**src/rtl/call_scheduler.sv**
```systemverilog
// Elevator call front end: synchronises and debounces the three call buttons,
// latches pending calls and picks the goal floor with an up/down sweep policy.
module call_scheduler #(
    parameter int         DEBOUNCE_CYCLES = 4,
    parameter logic [1:0] labelF1         = 2'b00,
    parameter logic [1:0] labelF2         = 2'b01,
    parameter logic [1:0] labelF3         = 2'b10
) (
    input  logic       clk_i,
    input  logic       reset_i,
    input  logic       button1_i,
    input  logic       button2_i,
    input  logic       button3_i,
    input  logic [1:0] floor_i,
    input  logic       moving_i,
    input  logic       sos_mode_i,
    output logic       led1_o,
    output logic       led2_o,
    output logic       led3_o,
    output logic [1:0] goal_floor_o,
    output logic       dir_up_o,
    output logic       dir_down_o,
    output logic       request_pending_o
);

    localparam int            CW     = $clog2(DEBOUNCE_CYCLES + 1);
    localparam logic [CW-1:0] cntMax = CW'(DEBOUNCE_CYCLES);

    typedef enum logic [1:0] {IDLE, UP, DOWN} dirState_e;

    logic [2:0]    buttons;
    logic [2:0]    sync1_q, sync2_q;
    logic [CW-1:0] cnt_q [3];
    logic [CW-1:0] cnt_d [3];
    logic [2:0]    press;
    logic [2:0]    ledClr;
    logic [2:0]    led_q, led_d;
    logic          floorValid;
    logic [1:0]    floorIdx;
    logic          above, below;
    logic [1:0]    nearUp, nearDown;
    dirState_e     state_q, state_d;
    logic [1:0]    goal_q, goal_d;

    assign buttons = {button3_i, button2_i, button1_i};

    always_ff @(posedge clk_i) begin
        if (reset_i) begin
            sync1_q <= '0;
            sync2_q <= '0;
            led_q   <= '0;
            for (int i = 0; i < 3; i++) cnt_q[i] <= '0;
        end else begin
            sync1_q <= buttons;
            sync2_q <= sync1_q;
            led_q   <= led_d;
            for (int i = 0; i < 3; i++) cnt_q[i] <= cnt_d[i];
        end
    end

    // The press pulse fires in the cycle before the counter saturates, so a held button yields one pulse.
    always_comb begin
        for (int i = 0; i < 3; i++) begin
            cnt_d[i] = '0;
            press[i] = 1'b0;
            if (sync2_q[i]) begin
                cnt_d[i] = (cnt_q[i] == cntMax) ? cnt_q[i] : cnt_q[i] + 1'b1;
                press[i] = (cnt_q[i] == cntMax - 1'b1);
            end
        end
    end

    always_comb begin
        floorValid = 1'b1;
        floorIdx   = 2'd0;
        if (floor_i == labelF1)      floorIdx = 2'd0;
        else if (floor_i == labelF2) floorIdx = 2'd1;
        else if (floor_i == labelF3) floorIdx = 2'd2;
        else                         floorValid = 1'b0;
    end

    // Clearing at the stopped floor beats a same-cycle press; sos beats everything.
    always_comb begin
        for (int i = 0; i < 3; i++) begin
            ledClr[i] = floorValid && !moving_i && (floorIdx == 2'(i));
            if (sos_mode_i)     led_d[i] = 1'b0;
            else if (ledClr[i]) led_d[i] = 1'b0;
            else if (press[i])  led_d[i] = 1'b1;
            else                led_d[i] = led_q[i];
        end
    end

    always_comb begin
        above    = 1'b0;
        below    = 1'b0;
        nearUp   = floor_i;
        nearDown = floor_i;
        case (floorIdx)
            2'd0: begin
                above  = led_q[1] | led_q[2];
                nearUp = led_q[1] ? labelF2 : labelF3;
            end
            2'd1: begin
                above    = led_q[2];
                below    = led_q[0];
                nearUp   = labelF3;
                nearDown = labelF1;
            end
            default: begin
                below    = led_q[0] | led_q[1];
                nearDown = led_q[1] ? labelF2 : labelF1;
            end
        endcase
    end

    always_ff @(posedge clk_i) begin
        if (reset_i) begin
            state_q <= IDLE;
            goal_q  <= labelF1;
        end else begin
            state_q <= state_d;
            goal_q  <= goal_d;
        end
    end

    always_comb begin
        state_d = state_q;
        goal_d  = goal_q;
        if (sos_mode_i) begin
            state_d = IDLE;
            if (floorValid) goal_d = floor_i;
        end else if (!moving_i && floorValid) begin
            case (state_q)
                UP:      state_d = above ? UP   : (below ? DOWN : IDLE);
                DOWN:    state_d = below ? DOWN : (above ? UP   : IDLE);
                default: state_d = above ? UP   : (below ? DOWN : IDLE);
            endcase
            case (state_d)
                UP:      goal_d = nearUp;
                DOWN:    goal_d = nearDown;
                default: goal_d = floor_i;
            endcase
        end
    end

    always_comb begin
        dir_up_o          = (state_q == UP);
        dir_down_o        = (state_q == DOWN);
        led1_o            = led_q[0];
        led2_o            = led_q[1];
        led3_o            = led_q[2];
        goal_floor_o      = goal_q;
        request_pending_o = |led_q;
    end

endmodule

```
**config.mk**
```make
export PLATFORM = sky130hd
export DESIGN_NAME = call_scheduler
export DESIGN_NICKNAME = d
export VERILOG_FILES = /design/src/rtl/call_scheduler.sv
export SDC_FILE = /design/constraint.sdc
export NUM_CORES = 1
export LEC_CHECK = 0
export BUFFER_PORTS_ARGS = -buffer_cell sky130_fd_sc_hd__clkbuf_2
export CAP_MARGIN = 20
export CORE_UTILIZATION = 58
export CTS_CLUSTER_DIAMETER = 200
export DETAILED_ROUTE_END_ITERATION = 16
export PLACE_DENSITY = 0.81
export SKIP_LAST_GASP = 1
export SLEW_MARGIN = 20
export SYNTH_ARGS = -nofsm -noshare
export SYNTH_HDL_FRONTEND = slang
export SYNTH_SLANG_ARGS = --single-unit
```
**constraint.sdc**
```tcl
create_clock -name clk_i -period 2.5 [get_ports clk_i]
set_input_delay 0.375 -clock clk_i [delete_from_list [all_inputs] [get_ports clk_i]]
set_output_delay 0.375 -clock clk_i [all_outputs]
set_load 0.02 [all_outputs]
```
==> results.json <==
{
  "final_common_cell": "dfxtp_1",
  "drc": 0,
  "period_minus_slack_ns": 1.75,
  "final_cell_mix": "dfxtp_1, clkbuf_2, ha_1, inv_1, a21oi_1",
  "syn2layout_area_growth_pct": 12.7,
  "cts_tree": "done",
  "finish.net_count": 170,
  "gp_congestion": 0.966,
  "cts_root_buffer": "clkbuf_4",
  "worstMarginPinSlew_ns": 0.441,
  "grt_usage_pct": 22.4,
  "firstDrtPassIters": 4,
  "grt_pass1_wl_mm": 3.58,
  "hold_viol": 0,
  "setup_viol": 0,
  "multi_input_area_um2": 669,
  "die_area_um2": 2210,
  "required_ns": 2.12,
  "ir_drop_mv": 0.384,
  "busiest_layer": "met2",
  "cts_buffers": 3,
  "synth_seq_area_share_pct": 37.5,
  "final_antenna_net_count": 0,
  "rsz0062_at_grt": "no",
  "syn-num-nets": 151,
  "io_buffers": 16,
  "num_vias": 972,
  "max_cap_violations": 0,
  "grt_max_degree": 14,
  "slew_headroom_pct": 70.5,
  "finalSetupTns_ns": 0,
  "synth_cells": 128,
  "status": "complete, no violations",
  "cts_setup_buffers": 0,
  "fmax_mhz": 571,
  "clock-sinks": 22,
  "cp_data_arrival_time_ns": 1.38,
  "synth_area_per_cell_um2": 9.17,
  "cts.htree.levels": 1,
  "cts_resized": 0,
  "grt_util_met2_pct": 41.1,
  "skew_ns": 0.00841,
  "ios": 17,
  "p_per_area_nw_per_um2": 530,
  "initial_utilization_pct": 65.1,
  "crit_type": "reg2out",
  "holdWs_ns": 0.276,
  "yosysWarnings": 0,
  "rows": 15,
  "hold_buffers": 0,
  "drive_above_1_share_pct": 22.6,
  "period_share_pct": 70.0,
  "antenna_cells": 0,
  "antenna_found_initial": 0,
  "cts.path.max_buffers": 2,
  "yosys_register_bits": 22,
  "seqCellArea_um2": 440,
  "clk_pin_slew_ns": 0.13,
  "dp_hpwl_mm": 1.72,
  "hold_class": "in2reg",
  "use_met1_pct": 26.5,
  "netlist_area_um2": 1170,
  "grt_pass1_vias": 902,
  "synthFlopType": "dfxtp_1",
  "finalMaxSlewViolations": 0,
  "wl_per_cell_um": 12.9,
  "ys_types": 39,
  "insertion_delay_ns": 0.30,
  "p_leak_nw": 0.552,
  "worst_setup_path_start_kind": "register",
  "synthArstFlopShare_pct": 0,
  "worst_setup_path_end_kind": "output port",
  "final.fill_count": 156,
  "grt_use_met3_pct": 4.62,
  "synth_edf_count": 0,
  "crit_fanout": 9,
  "routed_wl_mm": 2.21,
  "viasPerCell": 5.68,
  "core_um2": 1800,
  "grt-ovfl-total": 0,
  "first_iter_violations": 19,
  "die_x_um": 47.0,
  "die_h_um": 47.0
}
-- per-layer routing --
layer	up-vias	share of wire, %	wire length, um
li1	478	-	-
met1	464	46	1010
met2	26	49	1080
met3	4	4.5	100
met4	0	0.81	18
met5	-	0	0
-- synth_stat cells (all sizes together) (2+ instances only) --
| master | instances | area [um^2] |
|---|---|---|
| nor4 | 2 | 18.8 |
| xnor2 | 3 | 26.3 |
| ha | 14 | 175 |
| nand3 | 6 | 30.0 |
| nor2b | 7 | 46.3 |
| nor2 | 10 | 40.0 |
| or2 | 2 | 12.5 |
| a211oi | 3 | 22.5 |
| inv | 13 | 48.8 |
| nor3b | 2 | 15.0 |
| a21oi | 12 | 63.8 |
| and2b | 3 | 25.0 |
| nand2b | 3 | 18.8 |
| a211o | 2 | 17.5 |
| dfxtp | 22 | 440 |
| nand2 | 7 | 26.3 |
-- worst paths after layout --
kind	from	endpoint	slack, ns	depth (start not counted)
worst min register to register	sync1_q[2]$_SDFF_PP0_	sync2_q[2]$_SDFF_PP0_	0.45	1
worst max register to register	led_q[1]$_SDFFE_PP0P_	goal_floor_o[0]$_SDFFE_PP0P_	1.08	4
worst max-delay path	led_q[1]$_SDFFE_PP0P_	request_pending_o	0.75	2
worst min-delay path	button2_i	sync1_q[1]$_SDFF_PP0_	0.28	2
-- report_power, final --
group          internal, mW  total (mW)  switching, mW
Combinational        0.0291      0.0684         0.0393
Clock                 0.162       0.267          0.106
Sequential            0.360       0.365        0.00506
-- flip-flops by register name, summed over array words and instances (netlist names) --
name / cells
state_q: 2
sync2_q: 3
led_q: 3
goal_floor_o: 2
sync1_q: 3
cnt_q: 9
-- through the flow --
step / area [um^2] / utilization [%] / total power [mW] / setup WS (ns) / cells
3_5_place_dp: 1270 / 70.5 / 0.440 / 0.658 / 167
4_1_cts: 1320 / 73.4 / 0.710 / 0.741 / 171
5_1_grt: 1320 / 73.4 / 0.731 / 0.696 / 171
2_1_floorplan: 1170 / - / 0.419 / 0.929 / 128
6_report: 1320 / 73.4 / 0.700 / 0.749 / 171
3_3_place_gp: 1270 / 70.5 / 0.436 / 0.713 / 167
-- area by class of cell --
cell class | count | area share, %
timing repair buffer | 16 | 6.05
sequential | 22 | 33.3
inverter | 13 | 3.69
clock buffer | 3 | 1.70
tap | 25 | 2.37
clock inverter | 1 | 2.27
multi-input combinational | 91 | 50.6
-- cells by family (layout without fill, tap and decap cells) --
kind of cell,count (synthesis),count (layout),share of synthesized area [%]
fa+ha+maj,14,14,14.9
mux,1,1,0.853
xor+xnor,3,3,2.24
buf+inv,15,33,5.44
simple gates,45,45,21.6
flops,22,22,37.5
compound gates,28,28,17.4
-- critical path, stage by stage (launching register included) --
cell and delay (ns):
dfxtp_1 0.43, or3_2 0.48, clkbuf_2 0.17
(Power assumes the default switching activity.)
